$ cat config.mk
export PLATFORM = sky130hd
export DESIGN_NAME = axilite_s_regbank
export DESIGN_NICKNAME = d
export VERILOG_FILES = /design/src/rtl/axilite_s_regbank.sv
export SDC_FILE = /design/constraint.sdc
export NUM_CORES = 1
export LEC_CHECK = 0
export BUFFER_PORTS_ARGS = -buffer_cell sky130_fd_sc_hd__buf_2
export CORE_AREA = 2 2 219 436
export CTS_BUF_LIST = sky130_fd_sc_hd__clkbuf_16
export DETAILED_ROUTE_END_ITERATION = 7
export DIE_AREA = 0 0 221 438
export PLACE_DENSITY_LB_ADDON = 0.08
export SYNTH_ARGS = -nofsm -noshare
export SYNTH_HDL_FRONTEND = slang
export SYNTH_SLANG_ARGS = --single-unit
$ cat constraint.sdc
create_clock -name s_axi_aclk -period 2.5 [get_ports s_axi_aclk]
set_input_delay 0.375 -clock s_axi_aclk [delete_from_list [all_inputs] [get_ports s_axi_aclk]]
set_output_delay 0.375 -clock s_axi_aclk [all_outputs]
set_load 0.03 [all_outputs]
$ cat src/rtl/axilite_s_regbank.sv
// AXI4-Lite slave register bank: NUM_REGS x 32-bit registers behind independent write and read FSMs.
// Define AXIL_S_DECERR_EN to answer out-of-range addresses with DECERR instead of aliasing them.
module axilite_s_regbank #(
  parameter int ADDR_W   = 32,
  parameter int NUM_REGS = 16
) (
  input  logic              s_axi_aclk,
  input  logic              s_axi_aresetn,
  input  logic              s_axi_awvalid,
  output logic              s_axi_awready,
  input  logic [ADDR_W-1:0] s_axi_awaddr,
  input  logic              s_axi_wvalid,
  output logic              s_axi_wready,
  input  logic [31:0]       s_axi_wdata,
  input  logic [3:0]        s_axi_wstrb,
  output logic              s_axi_bvalid,
  input  logic              s_axi_bready,
  output logic [1:0]        s_axi_bresp,
  input  logic              s_axi_arvalid,
  output logic              s_axi_arready,
  input  logic [ADDR_W-1:0] s_axi_araddr,
  output logic              s_axi_rvalid,
  input  logic              s_axi_rready,
  output logic [31:0]       s_axi_rdata,
  output logic [1:0]        s_axi_rresp
);

  localparam int         IDX_W       = $clog2(NUM_REGS);
  localparam logic [1:0] RESP_OKAY   = 2'b00;
  localparam logic [1:0] RESP_DECERR = 2'b11;

  typedef enum logic [1:0] {WIDLE, WAIT_W, WAIT_AW, WRESP} wstate_e;
  typedef enum logic       {RIDLE, RDATA} rstate_e;

  logic [31:0] regs [NUM_REGS];

  // Address decode
  logic [IDX_W-1:0] aw_idx, ar_idx;
  logic             aw_err, ar_err;
  logic             unused_addr_bits;

  assign aw_idx = s_axi_awaddr[IDX_W+1:2];
  assign ar_idx = s_axi_araddr[IDX_W+1:2];
`ifdef AXIL_S_DECERR_EN
  assign aw_err = |s_axi_awaddr[ADDR_W-1:IDX_W+2];
  assign ar_err = |s_axi_araddr[ADDR_W-1:IDX_W+2];
`else
  assign aw_err = 1'b0;
  assign ar_err = 1'b0;
`endif
  assign unused_addr_bits = ^{s_axi_awaddr[1:0], s_axi_araddr[1:0],
                              s_axi_awaddr[ADDR_W-1:IDX_W+2], s_axi_araddr[ADDR_W-1:IDX_W+2]};

  // Handshakes only count once the registered ready is high, so the first
  // cycle after reset release never accepts anything.
  logic aw_hs, w_hs, ar_hs;
  assign aw_hs = s_axi_awvalid & s_axi_awready;
  assign w_hs  = s_axi_wvalid  & s_axi_wready;
  assign ar_hs = s_axi_arvalid & s_axi_arready;

  // ---------------- write channel ----------------
  wstate_e          w_state_q, w_state_d;
  logic             awready_d, wready_d, bvalid_d;
  logic [1:0]       bresp_d;
  logic [IDX_W-1:0] aw_idx_q, aw_idx_d;
  logic             aw_err_q, aw_err_d;
  logic [31:0]      wdata_q, wdata_d;
  logic [3:0]       wstrb_q, wstrb_d;
  logic             wr_go, wr_err;
  logic [IDX_W-1:0] wr_idx;
  logic [31:0]      wr_data;
  logic [3:0]       wr_strb;

  always_comb begin
    // NOTE: every comb output gets a default first; a path that skips an assignment would infer a latch.
    w_state_d = w_state_q;
    awready_d = s_axi_awready;
    wready_d  = s_axi_wready;
    bvalid_d  = s_axi_bvalid;
    bresp_d   = s_axi_bresp;
    aw_idx_d  = aw_idx_q;
    aw_err_d  = aw_err_q;
    wdata_d   = wdata_q;
    wstrb_d   = wstrb_q;
    wr_go     = 1'b0;
    wr_idx    = aw_idx;
    wr_err    = aw_err;
    wr_data   = s_axi_wdata;
    wr_strb   = s_axi_wstrb;
    case (w_state_q)
      WIDLE: begin
        awready_d = 1'b1;
        wready_d  = 1'b1;
        if (aw_hs && w_hs) begin
          wr_go     = 1'b1;
          awready_d = 1'b0;
          wready_d  = 1'b0;
        end else if (aw_hs) begin
          aw_idx_d  = aw_idx;
          aw_err_d  = aw_err;
          awready_d = 1'b0;
          w_state_d = WAIT_W;
        end else if (w_hs) begin
          wdata_d   = s_axi_wdata;
          wstrb_d   = s_axi_wstrb;
          wready_d  = 1'b0;
          w_state_d = WAIT_AW;
        end
      end
      WAIT_W: if (w_hs) begin
        wr_go    = 1'b1;
        wr_idx   = aw_idx_q;
        wr_err   = aw_err_q;
        wready_d = 1'b0;
      end
      WAIT_AW: if (aw_hs) begin
        wr_go     = 1'b1;
        wr_data   = wdata_q;
        wr_strb   = wstrb_q;
        awready_d = 1'b0;
      end
      WRESP: if (s_axi_bready) begin
        bvalid_d  = 1'b0;
        bresp_d   = RESP_OKAY;
        awready_d = 1'b1;
        wready_d  = 1'b1;
        w_state_d = WIDLE;
      end
      default: w_state_d = WIDLE;
    endcase
    if (wr_go) begin
      bvalid_d  = 1'b1;
      bresp_d   = wr_err ? RESP_DECERR : RESP_OKAY;
      w_state_d = WRESP;
    end
  end

  always_ff @(posedge s_axi_aclk or negedge s_axi_aresetn) begin
    if (!s_axi_aresetn) begin
      w_state_q     <= WIDLE;
      s_axi_awready <= 1'b0;
      s_axi_wready  <= 1'b0;
      s_axi_bvalid  <= 1'b0;
      s_axi_bresp   <= RESP_OKAY;
      aw_idx_q      <= '0;
      aw_err_q      <= 1'b0;
      wdata_q       <= '0;
      wstrb_q       <= '0;
    end else begin
      w_state_q     <= w_state_d;
      s_axi_awready <= awready_d;
      s_axi_wready  <= wready_d;
      s_axi_bvalid  <= bvalid_d;
      s_axi_bresp   <= bresp_d;
      aw_idx_q      <= aw_idx_d;
      aw_err_q      <= aw_err_d;
      wdata_q       <= wdata_d;
      wstrb_q       <= wstrb_d;
    end
  end

  // NOTE: the register file is reset explicitly because software relies on reading zeros after reset.
  always_ff @(posedge s_axi_aclk or negedge s_axi_aresetn) begin
    if (!s_axi_aresetn) begin
      for (int i = 0; i < NUM_REGS; i++) regs[i] <= '0;
    end else if (wr_go && !wr_err) begin
      for (int b = 0; b < 4; b++)
        if (wr_strb[b]) regs[wr_idx][8*b +: 8] <= wr_data[8*b +: 8];
    end
  end

  // ---------------- read channel ----------------
  rstate_e     r_state_q, r_state_d;
  logic        arready_d, rvalid_d;
  logic [31:0] rdata_d;
  logic [1:0]  rresp_d;

  // Reads sample regs before this edge's write lands, so a same-edge collision returns the old value.
  always_comb begin
    r_state_d = r_state_q;
    arready_d = s_axi_arready;
    rvalid_d  = s_axi_rvalid;
    rdata_d   = s_axi_rdata;
    rresp_d   = s_axi_rresp;
    case (r_state_q)
      RIDLE: begin
        arready_d = 1'b1;
        if (ar_hs) begin
          arready_d = 1'b0;
          rvalid_d  = 1'b1;
          rdata_d   = ar_err ? '0 : regs[ar_idx];
          rresp_d   = ar_err ? RESP_DECERR : RESP_OKAY;
          r_state_d = RDATA;
        end
      end
      RDATA: if (s_axi_rready) begin
        rvalid_d  = 1'b0;
        rdata_d   = '0;
        rresp_d   = RESP_OKAY;
        arready_d = 1'b1;
        r_state_d = RIDLE;
      end
      default: r_state_d = RIDLE;
    endcase
  end

  always_ff @(posedge s_axi_aclk or negedge s_axi_aresetn) begin
    if (!s_axi_aresetn) begin
      r_state_q     <= RIDLE;
      s_axi_arready <= 1'b0;
      s_axi_rvalid  <= 1'b0;
      s_axi_rdata   <= '0;
      s_axi_rresp   <= RESP_OKAY;
    end else begin
      r_state_q     <= r_state_d;
      s_axi_arready <= arready_d;
      s_axi_rvalid  <= rvalid_d;
      s_axi_rdata   <= rdata_d;
      s_axi_rresp   <= rresp_d;
    end
  end

endmodule

Word level (Yosys, flattened, before mapping)
Index checks and enable logic that the tools add are counted.
Widths: inputs -> output; s select.
{ "totals": {"output_inout_bits": 41, "inputBits": 107, "wordCells": 134, "regBits": 596} }
{ "op_classes": {"magnitude_cmp": 3, "n_reduce_logical": 15, "mux": 68, "bitwise_logic": 8, "n_eq_ne": 11} }
{ "op_table": {"columns": ["cell", "count"], "rows": [
  ["$mux 512", 7],
  ["$bwmux 512", 4],
  ["$demux 32 s4", 4],
  ["$mux 32", 7],
  ["$bmux 32 s4", 1],
  ["$pmux 32 s2", 1],
  ["$mux 24", 1],
  ["$mux 1", 20],
  ["$mux 2", 9],
  ["$mux 16", 1],
  ["$mux 4", 4],
  ["$ge 5x5->1 const B", 2],
  ["$ne 2x2->1 const B", 5],
  ["$not 4->5", 2],
  ["$pmux 1 s3", 3],
  ["$reduce_and 3->1", 3],
  ["$reduce_bool 3->1", 3],
  ["$mux 8", 1],
  ["$pmux 2 s2", 2],
  ["$reduce_and 4->1", 2],
  ["$ne 3x3->1 const B", 2],
  ["$pmux 1 s2", 3],
  ["$lt 5x1->1 const B", 1],
  ["$eq 2x2->1 const B", 2],
  ["other kinds (8)", 15]
]} }

Longest topological paths before layout
Gate-level depths: netlist of the first run.
{ "depth": {"word_depth": 19, "ltp_mapped": 7, "mapped_depth_nobuf": 4} }

Worst setup path before layout of the first run
Ideal clock, no wire load.
{ "synth_timing": {"kind": "reg2reg", "start": "register s_axi_awready", "end": "register regs[496] in the netlist's numbering", "arrival_ps": 2084, "setup_slack_ps": 291, "path_buffers": 2, "stages_incl_launch_ff": 7, "setup_time_ps": 125, "cell_sequence": "dfrtp_1 -> a21oi_2 -> a211o_1 -> buf_6 -> buf_12 -> nor3_4 -> mux2_4"} }
{ "synth_via": {"elab_chain_cells": 13} }
{ "synth_lines": {"columns": ["element", "line_no", "rtl"], "rows": [
  ["start: declaration", "10", "output logic s_axi_awready,"],
  ["start signal: assignment", "151", "s_axi_awready <= awready_d;"],
  ["$and 1x1->1 (*)", "57", "assign aw_hs = s_axi_awvalid & s_axi_awready;"],
  ["$mux 4", "116", "WAIT_AW: if (aw_hs) begin"],
  ["$mux 4", "90", "case (w_state_q)"],
  ["$mux 512", "168", "if (wr_strb[b]) regs[wr_idx][8*b +: 8] <= wr_data[8*b +: 8];"],
  ["$mux 512", "166", "end else if (wr_go && !wr_err) begin"],
  ["$bwmux 512", "168", null],
  ["$mux 512", "168", null],
  ["$mux 512", "166", null],
  ["$bwmux 512", "168", null],
  ["$mux 512", "168", null],
  ["$mux 512", "166", null],
  ["$bwmux 512", "168", null],
  ["$mux 512", "168", null],
  ["end signal: indexed assignment", "168", null],
  ["end: declaration", "35", "logic [31:0] regs [NUM_REGS];"]
]} }
Every way passes the cells marked *; elsewhere a longest branch is shown, timed or not. The select of a mux whose other input is x is not followed.
A chain may end at the register's enable or synchronous reset.

Worst setup path after layout of the first run
{ "layout_timing": {"start": "register aw_idx_q[3]", "end": "register regs[431] in the netlist's numbering"} }
{ "layout_via": {"elab_chain_cells": 15} }
{ "layout_lines": {"columns": ["element", "line_no", "rtl"], "rows": [
  ["start: declaration", "65", "logic [IDX_W-1:0] aw_idx_q, aw_idx_d;"],
  ["start signal: assignment", "155", "aw_idx_q <= aw_idx_d;"],
  ["$mux 4 (*)", "110", "WAIT_W: if (w_hs) begin"],
  ["$mux 4 (*)", "90", null],
  ["$not 4->5 (not written as such) (*)", "168", null],
  ["$ge 5x5->1 (not written as such) (tied with other cells)", "168", null],
  ["$logic_and 1x1->1 (not written as such) / $bwmux 512 (equally long branches)", "168", null],
  ["$mux 16 (not written as such) / $mux 512 (equally long branches)", "168", null],
  ["$demux 32 s4 / $mux 512 (equally long branches)", "168, 166", null],
  ["$bwmux 512", "168", null],
  ["$mux 512", "168", null],
  ["$mux 512", "166", null],
  ["$bwmux 512", "168", null],
  ["$mux 512", "168", null],
  ["$mux 512", "166", null],
  ["$bwmux 512", "168", null],
  ["$mux 512 (*)", "168", null]
]} }
Marked as above.

==> results.cfg, run 1 <==
[clock_tree]
number_of_sinks_on_the_clock_net = 592
htree_levels = 2
clock_latency_reported_for_the_late_side_of_the_worst_skew_pair_ns = 0.64
clkSlewWorstSetupHoldPaths_ns = 0.06
cts-buffers-inserted = 57
cts_max_path_buffers = 3
clk_root_buffer_cell = sky130_fd_sc_hd__clkbuf_16
clock_tree_from_tritoncts = built

[logic_synthesis]
yosysWarningCount = 0
synth_cell_types = 37
yosys.area.top_type = sky130_fd_sc_hd__dfrtp_1
synth_area_leaders = sky130_fd_sc_hd__dfrtp_1 (53%), sky130_fd_sc_hd__mux2_2 (23%), sky130_fd_sc_hd__mux4_2 (10%)
synth.ff_latch_count = 592
synth_top_area_share = 0.532
synth_cells = 1727
post_synth_instance_area_sq_mm = 0.0278
synth_seq_area_share = 0.532
synthesis.area_per_instance_sq_um = 16.1

[critical_path]
critical-path-top-delay-family = simple AND/OR/NAND/NOR gates
critical_path.max_fanout = 11
critical_path.n_buffers_inverters = 1
critical_path_arrival_ns = 2.89
setup.worst_path.start_class = flip-flop
worstSetupPathType = reg2reg
cpMaxStageDelayCell = sky130_fd_sc_hd__dfrtp_1
worst_setup_path_end_kind = flip-flop
worstPathCellList = buf_4, nor4b_1, mux2i_2, nor3_4, mux2_2
cp_slowest_stage_delay_ns = 0.51
critPathRequiredTime_ns = 3.01

[outcome]
status = completed

[detailed_routing]
vias = 15800
drt-pass1-iter-count = 4
detail_route.drc_violations = 0
routed_wire_length_per_instance_microns = 23.8
detail_route.vias_per_cell = 4.93
route.antenna.remaining_nets = 0
drt-initial-drc-count = 622
finalWirelength_mm = 76.5

[floorplan]
dieWidth_microns = 221
ios = 148
core_area_sq_mm = 0.0937
die_h_microns = 438
initial_standard_cell_utilization_of_the_core = 0.297
fp-row-count = 159
die_footprint_sq_mm = 0.0968

[final_layout]
final_nets = 2064
fillers = 8912
layout-drive-gt1-share = 0.548
area_growth_from_synthesis_to_layout_pct = 20.2
fin_cells = 3212

[place]
gpl.final_weighted_congestion = 0.738
numPlacedInstances = 3061
detailed_place_hpwl_mm = 51.8
dpl_worst_slack_ns = -0.0585
total_of_buffers_placed_on_input_and_output_ports = 87

[timing]
timing.final.max_slew_violations = 0
rsz0062_at_grt = false
max_slew_margin = 0.359
final.setup.tns_ns = 0
final.setup.worst_slack_ns = 0.120
clock.fmax_mhz = 420
max_slew.worst_pin.slew_ns = 0.942
finClkSkew_ns = 0.0209
period_share = 0.952
finalSetupViolCount = 0
report.final.hold_viol_count = 0
period_minus_slack_ns = 2.38

[power_and_ir_drop]
ir_drop_mv = 0.586
pwr_cell_area_mw_per_mm2 = 1040
design_power_total_uw = 34900
power_leakage_uw = 0.0153

[grt]
grt_antenna_before_repair = 8
globalRoute.totalOverflow = 0
grt_pass1_vias = 17500
grtUsageTotal = 0.161
maximum_number_of_pins_on_one_net_before_global_route_repair = 96
grt_first_pass_wirelength_mm = 117

[run]
timing.max_cap.violations = 0

[min_path]
hold_class = in2reg
path summary, 6_finish.rpt:
path | from | endpoint | slack, ns | cells after the start
min in group asynchronous | s_axi_aresetn | regs[259] | 0.21 | 2
max reg2reg | aw_idx_q[3] | regs[431] | 0.12 | 5
max | aw_idx_q[3] | regs[431] | 0.12 | 5
min reg2reg | s_axi_rdata[14] | s_axi_rdata[14] | 0.49 | 1
min | s_axi_wstrb[3] | wstrb_q[3] | 0.08 | 2
max in group asynchronous | s_axi_aresetn | regs[109] | 1.36 | 3
cell type report:
cell class / instances / area [sq um] / share of cell area
timing repair buffer: 278 / 2840 / 0.0849
clock buffer: 59 / 1480 / 0.0441
tap: 1207 / 1510 / 0.0452
inverter: 1 / 3.75 / 0.000112
multi-input combinational: 1027 / 12500 / 0.375
clock inverter: 44 / 256 / 0.00767
antenna: 4 / 10.0 / 0.000299
sequential: 592 / 14800 / 0.443
metal layers:
layer	vias up	track usage	part of all wire	wire length (microns)
met5	-	0	0.00055	42
met4	8	0.0465	0.025	1900
met3	105	0.0232	0.030	2280
met2	199	0.301	0.54	41700
met1	8564	0.188	0.40	30600
li1	6962	-	-	-
registers in the layout, summed over array words and instances, names as in the netlist:
name,cells
aw_idx_q,4
regs,512
s_axi_rvalid,1
w_state_q,2
wdata_q,32
s_axi_wready,1
s_axi_arready,1
r_state_q,1
s_axi_rdata,32
s_axi_awready,1
s_axi_bvalid,1
wstrb_q,4
through the flow:
step | hold slack, ns | utilization | area, sq um
after global placement | 0.294 | 0.333 | 31200
after detailed placement | 0.298 | 0.333 | 31200
after global routing | 0.0573 | 0.357 | 33400
after floorplan | 0.0794 | - | 27800
after CTS | 0.0141 | 0.356 | 33300
final | 0.0754 | 0.357 | 33400
cell usage after synthesis:
library cell and instances:
sky130_fd_sc_hd__mux2i_1 72, sky130_fd_sc_hd__mux4_2 128, sky130_fd_sc_hd__nand3b_1 1, sky130_fd_sc_hd__nand4_1 3, sky130_fd_sc_hd__o22ai_1 2, sky130_fd_sc_hd__nand2_1 8, sky130_fd_sc_hd__mux2_4 16, sky130_fd_sc_hd__nand4b_4 2
sky130_fd_sc_hd__mux2_2 566, sky130_fd_sc_hd__nor4b_1 8, sky130_fd_sc_hd__a211oi_2 1, sky130_fd_sc_hd__dfrtp_1 592, sky130_fd_sc_hd__a211o_1 33, sky130_fd_sc_hd__a21oi_2 1, sky130_fd_sc_hd__conb_1 1, sky130_fd_sc_hd__and3b_1 1
sky130_fd_sc_hd__nor4_1 2, sky130_fd_sc_hd__buf_2 26, sky130_fd_sc_hd__mux2i_2 2, sky130_fd_sc_hd__buf_12 2, sky130_fd_sc_hd__nand2b_1 2, sky130_fd_sc_hd__o21ai_0 2, sky130_fd_sc_hd__buf_1 11, sky130_fd_sc_hd__buf_4 7
sky130_fd_sc_hd__a21oi_1 4, sky130_fd_sc_hd__nor4bb_1 12, sky130_fd_sc_hd__clkbuf_1 54, sky130_fd_sc_hd__nor3_4 44, sky130_fd_sc_hd__nor2_1 67, sky130_fd_sc_hd__nand4b_1 8, sky130_fd_sc_hd__mux2_1 5, sky130_fd_sc_hd__nor2b_1 2
sky130_fd_sc_hd__mux2i_4 10, sky130_fd_sc_hd__inv_1 1, sky130_fd_sc_hd__nand3_1 16, sky130_fd_sc_hd__buf_6 10, sky130_fd_sc_hd__nor3b_4 5
placed cells by master (no fill, tap or decap), drive strengths merged, types with 12 or more instances in the layout:
cell type	synthesis	layout
nor2	67	67
clkinv	0	26
buf	56	241
a211o	33	33
inv	1	16
mux4	128	128
nor3	44	44
clkbuf	54	60
nor4bb	12	12
dfrtp	592	592
mux2i	84	84
mux2	587	587
nand3	16	16
dlygate4sd3	0	36
repair_timing:
item                                   in CTS  in global routing
resized for setup                           2                  2
setup endpoints to repair                  24                164
hold buffers                               36                  0
endpoints found under the hold margin     126                  0
setup buffers                               2                  6
pin swaps                                   2                  3
cells by family after synthesis:
family | Yosys count | share of synthesized area
muxes | 799 | 0.378
DFF | 592 | 0.532
and+or+nand+nor | 181 | 0.0557
buffers and inverters | 111 | 0.0209
AOI/OAI and AO/OA | 43 | 0.0127
other | 1 | 0.000135
report_power, final:
| part | switching [uW] | total (uW) | internal [uW] |
|---|---|---|---|
| combinational | 4740 | 10700 | 5940 |
| clock | 3870 | 8400 | 4530 |
| sequential | 2150 | 15800 | 13700 |
| total | 10800 | 34900 | 24100 |
(Power assumes the default switching activity.)
==> inputs of run 2 (changes only) <==
==> constraint.sdc (replaced) <==
create_clock -name s_axi_aclk -period 2.5 [get_ports s_axi_aclk]
set_input_delay 0.25 -clock s_axi_aclk [delete_from_list [all_inputs] [get_ports s_axi_aclk]]
set_output_delay 0.25 -clock s_axi_aclk [all_outputs]
set_load 0.03 [all_outputs]
==> results.cfg, run 2 (synthesis gave the netlist of run 1 again) <==
[outcome]
status = completed

[run]
timing.max_cap.violations = 0

[detailed_routing]
detail_route.drc_violations = 0
finalWirelength_mm = 77.4
drt-pass1-iter-count = 4
route.antenna.remaining_nets = 0
detail_route.vias_per_cell = 4.93
routed_wire_length_per_instance_microns = 24.1
vias = 15800
drt-initial-drc-count = 692

[grt]
grtUsageTotal = 0.163
grt_pass1_vias = 17700
globalRoute.totalOverflow = 0
grt_first_pass_wirelength_mm = 119
maximum_number_of_pins_on_one_net_before_global_route_repair = 82
grt_antenna_before_repair = 6

[critical_path]
critical_path.n_buffers_inverters = 2
worst_case_register_to_register_setup_slack_ns = 0.07
cpMaxStageDelayCell = sky130_fd_sc_hd__nor3_4
cp_slowest_stage_delay_ns = 0.55
critPathRequiredTime_ns = 3.02
setup.worst_path.start_class = flip-flop
critical-path-top-delay-family = simple AND/OR/NAND/NOR gates
critical_path.max_fanout = 8
worstSetupPathType = reg2reg
worstPathCellList = buf_4, nand4b_4, buf_12, mux2i_4, nor3_4, mux2_2
critical_path_arrival_ns = 2.95
worst_setup_path_end_kind = flip-flop

[final_layout]
max_reg_flops = 512
finish.utilization = 0.361
multi_input_comb_area_sq_mm = 0.0125
final_nets = 2063
mostFrequentLayoutCell = sky130_fd_sc_hd__dfrtp_1
layout.cell_area.non_filler_sq_mm = 0.0338
fillers = 8913
area_growth_from_synthesis_to_layout_pct = 21.5
reg.largest.list = regs (512), s_axi_rdata (32), wdata_q (32)
layout.area.seq_sq_mm = 0.0148
most-common-layout-cells = sky130_fd_sc_hd__dfrtp_1 (591), sky130_fd_sc_hd__mux2_2 (566), sky130_fd_sc_hd__mux4_2 (128), sky130_fd_sc_hd__buf_2 (83), sky130_fd_sc_hd__buf_12 (75)
layout-drive-gt1-share = 0.555
max_flop_register = regs

[clock_tree]
htree_levels = 2
number_of_sinks_on_the_clock_net = 592
clock_tree_from_tritoncts = built
clkSlewWorstSetupHoldPaths_ns = 0.07
cts-buffers-inserted = 58
clock_latency_reported_for_the_late_side_of_the_worst_skew_pair_ns = 0.63
clk_root_buffer_cell = sky130_fd_sc_hd__clkbuf_16
cts_max_path_buffers = 3

[timing]
timing.final.max_slew_violations = 0
fin_hold_ws_ns = 0.130
rsz0062_at_grt = true
max_slew.worst_pin.slew_ns = 0.931
period_minus_slack_ns = 2.43
finalSetupViolCount = 0
report.final.hold_viol_count = 0
clock.fmax_mhz = 411
period_share = 0.973
finClkSkew_ns = 0.0168
max_slew_margin = 0.366
final.setup.worst_slack_ns = 0.0678

[place]
gpl.final_weighted_congestion = 0.719
placed_inst_area_sq_mm = 0.0310
total_of_buffers_placed_on_input_and_output_ports = 87
detailed_place_hpwl_mm = 51.4
dpl_worst_slack_ns = -0.0442

[floorplan]
dieWidth_microns = 221
die_footprint_sq_mm = 0.0968
core_area_sq_mm = 0.0937
die_h_microns = 438
fp-row-count = 159
ios = 148
initial_standard_cell_utilization_of_the_core = 0.297

[power_and_ir_drop]
design_power_total_uw = 35900
ir_drop_mv = 0.458
power_leakage_uw = 0.0154
pwr_cell_area_mw_per_mm2 = 1060

[min_path]
hold_class = in2reg
-- run 2: cell count changes in the layout (fill, tap and decap cells not counted), moves of 2 or more --
cell / change
sky130_fd_sc_hd__clkinvlp_4: +6
sky130_fd_sc_hd__clkinv_1: -9
sky130_fd_sc_hd__clkbuf_16: +2
sky130_fd_sc_hd__clkinv_2: +10
sky130_fd_sc_hd__dlygate4sd3_1: +6
sky130_fd_sc_hd__diode_2: -2
sky130_fd_sc_hd__buf_4: -15
sky130_fd_sc_hd__buf_12: +7
sky130_fd_sc_hd__bufinv_16: +7
sky130_fd_sc_hd__inv_1: -10
-- run 2: per-stage QoR --
step,std cells,TNS (ns)
floorplan,1730,0
finish,3214,0
CTS,3202,-0.0321
global placement,3046,-0.00317
detailed placement,3046,-0.355
global route,3214,-0.122
-- run 2: layer usage --
| layer | GRT usage | wire [microns] | vias up |
|---|---|---|---|
| met2 | 0.303 | 41600 | 213 |
| li1 | - | - | 6948 |
| met3 | 0.0236 | 2230 | 93 |
| met4 | 0.0494 | 2070 | 6 |
| met5 | 0 | 33 | - |
| met1 | 0.193 | 31400 | 8580 |
-- run 2: what timing repair did --
item | 4_1_cts | 5_1_grt
hold buffers | 42 | 0
pin swaps | 5 | 10
hold endpoints to repair | 96 | 0
gates cloned | 0 | 0
gates resized for setup | 2 | 1
setup buffers | 5 | 10
setup endpoints to repair | 43 | 91
-- run 2: worst register-to-register path, cell delays in order (launching register included) --
cell	delay, ns
sky130_fd_sc_hd__dfrtp_1	0.41
sky130_fd_sc_hd__buf_4	0.18
sky130_fd_sc_hd__nand4b_4	0.27
sky130_fd_sc_hd__buf_12	0.23
sky130_fd_sc_hd__mux2i_4	0.26
sky130_fd_sc_hd__nor3_4	0.55
sky130_fd_sc_hd__mux2_2	0.42
-- run 2: cell type report --
type	count	area share
inverter	1	0.000111
sequential	592	0.438
clock buffer	61	0.0452
clock inverter	48	0.0145
antenna	2	0.000148
multi-input combinational	1027	0.371
tap	1207	0.0447
timing repair buffer	276	0.0865
-- run 2: path summary, 6_finish.rpt --
path                                from  depth (start not counted)            to
max in group asynchronous  s_axi_aresetn                          3     regs[435]
min                        s_axi_awvalid                          4  w_state_q[0]
min in group asynchronous  s_axi_aresetn                          2     regs[355]
min reg2reg                    regs[495]                          1     regs[495]
max reg2reg                 w_state_q[1]                          6     regs[230]
max                         w_state_q[1]                          6     regs[230]
-- run 2: power breakdown --
group	switching [uW]	internal, uW	leakage [uW]	total (uW)
Sequential	2140	13600	0.00774	15800
Clock	4030	5440	0.000999	9470
Combinational	4770	5910	0.00663	10700
Total	10900	25000	0.0154	35900
